[src/rtl/bus_timer_slave.sv]
// Memory-mapped free-running timer with compare/match interrupt on a req/ack bus.
// Latency: ack in the cycle that begins ACK_DELAY edges after the accept edge; busy lasts ACK_DELAY+1 cycles.
// Backpressure: a request is held until ack; a still-held request parks in HOLD and is never served twice.
module bus_timer_slave #(
  parameter logic [31:0] BASE_ADDR = 32'h0004_0000,
  parameter int unsigned ACK_DELAY = 1
) (
  input  logic        clk,
  input  logic        reset,
  input  logic        rreq,
  input  logic        wreq,
  input  logic [31:0] addr,
  input  logic [31:0] wdata,
  output logic [31:0] rdata,
  output logic        busy,
  output logic        ack,
  output logic        irq
);

  typedef enum logic [1:0] {IDLE, WAIT, RESP, HOLD} state_t;

  // Value loaded into the delay counter on accept; unused when ACK_DELAY is 0.
  localparam logic [2:0] DLY_LOAD = (ACK_DELAY > 0) ? 3'(ACK_DELAY - 1) : 3'd0;

  state_t      state, state_nxt;
  logic [2:0]  dly_cnt, dly_nxt;

  logic [1:0]  sel_r;
  logic        wr_r;
  logic [31:0] wdata_r;

  logic [31:0] count_r;
  logic [31:0] compare_r;
  logic        en_r, autoclr_r, ie_r;
  logic        match_r;

  logic        hit;
  logic        bus_wr;
  logic        match_now;
  logic [31:0] rd_mux;
  logic        unused_addr_lsb;

  // Byte lanes are not decoded; only word-aligned register selection matters.
  assign unused_addr_lsb = ^addr[1:0];

  assign hit       = (rreq | wreq) && (addr[31:4] == BASE_ADDR[31:4]);
  assign bus_wr    = (state == RESP) && wr_r;
  assign match_now = en_r && (count_r == compare_r);

  // State and delay counter registers.
  always_ff @(posedge clk or posedge reset) begin
    if (reset) begin
      state   <= IDLE;
      dly_cnt <= 3'd0;
    end else begin
      state   <= state_nxt;
      dly_cnt <= dly_nxt;
    end
  end

  // Next-state logic: accept, optional wait, one response cycle, then hold until release.
  always_comb begin
    state_nxt = state;
    dly_nxt   = dly_cnt;
    case (state)
      IDLE: begin
        if (hit) begin
          if (ACK_DELAY > 0) begin
            state_nxt = WAIT;
            dly_nxt   = DLY_LOAD;
          end else begin
            state_nxt = RESP;
          end
        end
      end
      WAIT: begin
        if (dly_cnt == 3'd0) state_nxt = RESP;
        else                 dly_nxt   = dly_cnt - 3'd1;
      end
      RESP:    state_nxt = HOLD;
      HOLD:    if (!rreq && !wreq) state_nxt = IDLE;
      default: state_nxt = IDLE;
    endcase
  end

  // Capture the request on accept so later input changes cannot disturb it; write wins over read.
  always_ff @(posedge clk or posedge reset) begin
    if (reset) begin
      sel_r   <= 2'd0;
      wr_r    <= 1'b0;
      wdata_r <= 32'd0;
    end else if (state == IDLE && hit) begin
      sel_r   <= addr[3:2];
      wr_r    <= wreq;
      wdata_r <= wdata;
    end
  end

  // Timer registers: bus writes land at the RESP edge and override counting; match set beats clear.
  always_ff @(posedge clk or posedge reset) begin
    if (reset) begin
      count_r   <= 32'd0;
      compare_r <= 32'd0;
      en_r      <= 1'b0;
      autoclr_r <= 1'b0;
      ie_r      <= 1'b0;
      match_r   <= 1'b0;
    end else begin
      if (bus_wr && sel_r == 2'd0)      count_r <= wdata_r;
      else if (match_now && autoclr_r)  count_r <= 32'd0;
      else if (en_r)                    count_r <= count_r + 32'd1;

      if (bus_wr && sel_r == 2'd1) compare_r <= wdata_r;

      if (bus_wr && sel_r == 2'd2) begin
        en_r      <= wdata_r[0];
        autoclr_r <= wdata_r[1];
        ie_r      <= wdata_r[2];
      end

      if (match_now)                                    match_r <= 1'b1;
      else if (bus_wr && sel_r == 2'd3 && wdata_r[0])   match_r <= 1'b0;
    end
  end

  // Register read mux, driven onto the bus only during the ack cycle.
  always_comb begin
    rd_mux = 32'd0;
    case (sel_r)
      2'd0:    rd_mux = count_r;
      2'd1:    rd_mux = compare_r;
      2'd2:    rd_mux = {29'd0, ie_r, autoclr_r, en_r};
      default: rd_mux = {31'd0, match_r};
    endcase
  end

  assign busy  = (state == WAIT) || (state == RESP);
  assign ack   = (state == RESP);
  assign rdata = ack ? rd_mux : 32'd0;
  assign irq   = match_r && ie_r;

endmodule

[config.mk]
export PLATFORM = sky130hd
export DESIGN_NAME = bus_timer_slave
export DESIGN_NICKNAME = d
export VERILOG_FILES = /design/src/rtl/bus_timer_slave.sv
export SDC_FILE = /design/constraint.sdc
export NUM_CORES = 1
export LEC_CHECK = 0
export CAP_MARGIN = 25
export CORE_MARGIN = 1
export CORE_UTILIZATION = 53
export CTS_CLUSTER_SIZE = 28
export DETAILED_ROUTE_END_ITERATION = 6
export PLACE_DENSITY_LB_ADDON = 0.3
export SKIP_LAST_GASP = 1
export SLEW_MARGIN = 0
export SYNTH_ARGS = -nofsm -noshare
export SYNTH_HDL_FRONTEND = slang
export SYNTH_SLANG_ARGS = --single-unit
[constraint.sdc]
create_clock -name clk -period 4.13 [get_ports clk]
set_input_delay 0.6195 -clock clk [delete_from_list [all_inputs] [get_ports clk]]
set_output_delay 0.6195 -clock clk [all_outputs]
set_load 0.05 [all_outputs]
## Yosys cells after proc, flatten, opt, wreduce, memory -nomap -nowiden

Cells that the tools add are included.

| storage, ports and cells | value |
|---|---|
| flip-flop bits (word level) | 108 |
| bits in latches | 0 |
| RAM bits | 0 |
| ROM bits | 0 |
| output and inout bits | 35 |
| word-level logic and storage cells | 63 |
| memories kept | 0 |

| cells by class | value |
|---|---|
| add/subtract/negate cells | 2 |
| $mul | 0 |
| div/mod/pow operators | 0 |
| order comparisons | 0 |
| eq/ne operators | 12 |
| shifts and indexed selects | 0 |
| mux-type cells | 14 |
| bitwise operators | 1 |
| reductions and logical operators | 23 |

Operators with widths:

| operator | number |
|---|---|
| two-way mux 32 bit | 4 |
| one-hot mux 32 bit (3 select lines) | 1 |
| adder 32 x 1 -> 32 bit (second input constant) | 1 |
| equality test 32 bit | 1 |
| equality test 28 x 15 -> 1 bit (second input constant) | 1 |
| logical AND 1 bit | 12 |
| equality test 2 bit (second input constant) | 4 |
| != test 2 bit (second input constant) | 4 |
| one-hot mux 2 bit (4 select lines) | 1 |
| two-way mux 2 bit | 3 |
| two-way mux 3 bit | 2 |
| one-hot mux 3 bit (2 select lines) | 1 |
| AND reduction 3 bit | 2 |
| equality test 2 x 1 -> 1 bit (second input constant) | 2 |
| logical NOT 2 bit | 2 |
| nonzero test 2 bit | 2 |
| logical NOT 3 bit | 1 |
| nonzero test 3 bit | 1 |
| subtractor 3 x 1 -> 3 bit (second input constant) | 1 |
| logical NOT 1 bit | 2 |
| two-way mux 1 bit | 2 |
| logical OR 1 bit | 1 |
| bitwise OR 1 bit | 1 |

## Depth between registers and ports, before layout

| logic depth | value |
|---|---|
| depth after elaboration | 6 |
| depth in mapped cells | 8 |

## Least setup slack after synthesis

OpenSTA, ideal clock, no wires.

| path | value |
|---|---|
| path kind | flip-flop to output port |
| start point | register state[0] |
| end point | output rdata[21] |
| data arrival time | 2.316 ns |
| data required time | 3.510 ns |
| slack | 1.195 ns |
| stages on the path, launching flop included | 7 |
| path buffers | 2 |
| cells stage by stage | dfrtp_1 -> inv_1 -> ha_1 -> nand2b_1 -> clkbuf_1 -> buf_1 -> nor2_1 |

| between the ends | value |
|---|---|
| cells in the longest elaborated chain, start to end | 2 |

Ends and longest elaborated chain:

| what | line | RTL |
|---|---|---|
| start, declared | 25 | `state_t state, state_nxt;` |
| start signal, assigned | 56 | `state <= state_nxt;` |
| equality test 2 bit | 138 | `assign ack = (state == RESP);` |
| named net ack | 16 | `output logic ack,` |
| two-way mux 32 bit | 139 | `assign rdata = ack ? rd_mux : 32'd0;` |
| end, declared | 14 | `output logic [31:0] rdata,` |

The timed path passes the listed nets, and every way through them passes these cells.

## Worst setup path after layout

| path | value |
|---|---|
| start point | register state[0] |
| end point | output rdata[3] |

| between the ends | value |
|---|---|
| cells in the longest elaborated chain, start to end | 2 |

Ends and longest elaborated chain:

| what | line |
|---|---|
| equality test 2 bit | 138 |
| two-way mux 32 bit | 139 |

Every way passes these cells.

==> results.md <==
* Max Slew Vio Count at 0
* R2R setup slack at 1.25 ns
* Adder-cell share of the synthesized area at 1.70%
* Rel. slew slack at 40.7%
* Port bufs at 100
* Minimum clock period at 3.32 ns
* Synthesized cell area at 0.00590 sq mm
* Worst path slowest cell: clkdlybuf4s50_1
* Setup CP Type: reg2out
* Mux cell area share after synthesis at 19.7%
* Number of synthesized register bits at 108
* Vias at 4506
* Cells after Synth at 547
* Sequential share of the synthesized area at 45.8%
* Antenna fix cells at 0
* Worst Hold Class: reg2reg
* Clock sinks at 108
* Ports at 103
* Final Worst Setup Slack at 0.812 ns
* Wire per inst at 17.7 microns
* FMAX at 0.301 GHz
* Largest net degree at the start of global routing at 62
* Leak at 3.20 nW
* Post-DRT Antenna Nets at 0
* Critical path buffer and inverter count at 3
* CTS buffer count at 9
* CORE AREA at 0.0108 sq mm
* Simple-Gate Fraction of Synth Area at 13.9%
* Drt pass-1 iters at 4
* Layout Utilization at 67.1%
* Skew final at 0.0131 ns
* CP cell instances: inv_1 -> ha_1 -> nand2b_1 -> buf_4 -> nor2_1 -> clkdlybuf4s50_1
* Syn. warnings at 0
* Initial antenna violation count at 0
* Post-synthesis async set-or-reset flop share at 100%
* GRT overflow at 0
* Crit Path Max Fanout at 29
* Die footprint at 0.0116 sq mm
* Vias/cell at 5.80
* Final setup viols at 0
* DP Wirelength at 9.60 mm
* Max VDD drop at 0.239 mV
* Commonest non-fill, non-tap cell in the layout: dfrtp_1
* Vias in the first global route at 4514
* CTS root buf: clkbuf_8
* DR iter-0 viols at 291
* Crit path DAT at 2.70 ns
* Post-CTS Resized at 0
* Routed WL at 13.7 mm
* Syn Area/Cell at 10.8 sq um
* Top FF cell, synth: dfrtp_1
* Htree depth at 3
* CP startpoint kind: register
* Top cell type's share of synthesized area at 45.8%
* Pre-CTS WS at 1.23 ns
* Netlist cell types at 48
* Cell family with most CP delay: buffers and inverters
* Layout cell share with drive strength beyond 1 at 16.3%
* Initial Util at 54.4%
* Post-Layout Cell Count at 777
* Clock Path Buffers at 2
* Status: completed
* Cts hold-fix bufs at 0
* Commonest non-fill, non-tap cells in the layout: dfrtp_1, clkdlybuf4s50_1, mux2_2
* Setup TNS at 0 ns
* Area Overhead vs Synth at 23.4%
* CTS tree: built
* Clock transition at the registers of the reported paths at 0.10 ns
* Post-synth EDFFs at 0
* RSZ-0062 raised after global routing: no
* DRC violations left at 0
* Pwr per Cell Area at 298 mW/mm^2
* Critical Path Max Stage Delay at 0.82 ns
* Die Span X at 107 microns
* Fin nets at 708
* Clk Latency, worst-skew pair at 0.37 ns
* Syn Nets at 623
* Rows at 38
* Synth area leaders: dfrtp_1, mux2_2, mux2i_1
* Max-Cap Viols at 0
* Post-CTS setup buffer count at 0
* RePlAce Congestion at 0.863
* Post-synthesis compound-gate area fraction at 7.57%
* Yosys top cell by area: dfrtp_1
* GRT Total Usage at 24.7%
* First-pass GRT wire length at 22.1 mm
* Tcrit/Tclk final at 80.3%
* Largest family of logic cells by synthesized area: multiplexers
* Placed cells at 761
* Final Hold Fails at 0
* CP Capture Type: primary output
* XOR/XNOR Fraction of Synth Area at 7.72%
* Height of the die at 107 microns
* Worst-margin pin slew at 0.889 ns
* WP data required at 3.51 ns
logic make-up after synthesis:
group                      Yosys count
DFF                                108
xor gates and xnor gates            52
adders and majority gates            8
and+or+nand+nor                    162
buffers and inverters               52
muxes                              106
AOI/OAI and AO/OA                   59
cell type report:
| class | count | area (sq um) |
|---|---|---|
| fill | 865 | 3560 |
| tap | 140 | 175 |
| clock inverter | 3 | 67.6 |
| clock buffer | 13 | 169 |
| timing repair buffer | 109 | 1080 |
| inverter | 17 | 66.3 |
| multi-input combinational | 387 | 3010 |
| sequential | 108 | 2700 |
Yosys cell counts (all sizes together) (2+ instances only):
| master | instances |
|---|---|
| nand2b | 2 |
| and4 | 4 |
| o22ai | 3 |
| ha | 8 |
| nor4b | 2 |
| a21o | 3 |
| nor2 | 41 |
| nand3 | 12 |
| o31ai | 29 |
| nand2 | 44 |
| nor4 | 14 |
| nand4 | 21 |
| mux2 | 71 |
| or2 | 2 |
| clkbuf | 17 |
| a41o | 2 |
| nor2b | 2 |
| dfrtp | 108 |
| mux2i | 34 |
| a31o | 2 |
| and2 | 5 |
| o21ai | 5 |
| xnor2 | 17 |
| nor3 | 4 |
| xor2 | 35 |
| and3 | 4 |
| inv | 17 |
| a31oi | 3 |
| buf | 18 |
| a22o | 4 |
metal layers:
metal  up-vias  routed length [microns]  track usage [%]
met5         -                        0                0
met4         0                      371             8.41
met3        26                      849             6.17
met2       135                     6510             40.6
met1      2228                     6000             31.8
li1       2117                        -                -
tightest hold or removal path: cells and delay by family, from the launching register on:
kind	cells	cell delay, ns
flops	1	0.37
simple gates	1	0.06
compound gates	1	0.05
through the flow:
stage / power, mW / instance area, sq um / hold WS [ns]
final: 2.17 / 7280 / 0.511
after global routing: 2.25 / 7280 / 0.551
after CTS: 2.19 / 7280 / 0.524
after floorplan: 1.31 / 5900 / 0.459
after detailed placement: 1.45 / 7040 / 0.498
after global placement: 1.44 / 7020 / 0.484
final timing paths:
check	from	cells after the start	to
max in group asynchronous	reset	3	count_r[7]
hold / removal	wdata_r[26]	2	count_r[26]
hold reg to reg	wdata_r[26]	2	count_r[26]
setup reg to reg	count_r[6]	6	count_r[9]
min in group asynchronous	reset	2	count_r[8]
setup / recovery	state[0]	6	rdata[3]
state kept, by name (all words and copies together) (netlist names):
signal and flops:
dly_cnt 3, compare_r 32, count_r 32, wdata_r 32
wr_r 1, match_r 1, en_r 1, sel_r 2
state 2, autoclr_r 1, ie_r 1
report_power, final:
| part | leakage [nW] | internal [mW] | total [mW] | switching [mW] |
|---|---|---|---|---|
| sequential | 1.50 | 1.07 | 1.08 | 0.00965 |
| combinational | 1.58 | 0.135 | 0.353 | 0.218 |
| clock | 0.116 | 0.392 | 0.741 | 0.349 |
Note: power is estimated with default switching activity, not from simulation.
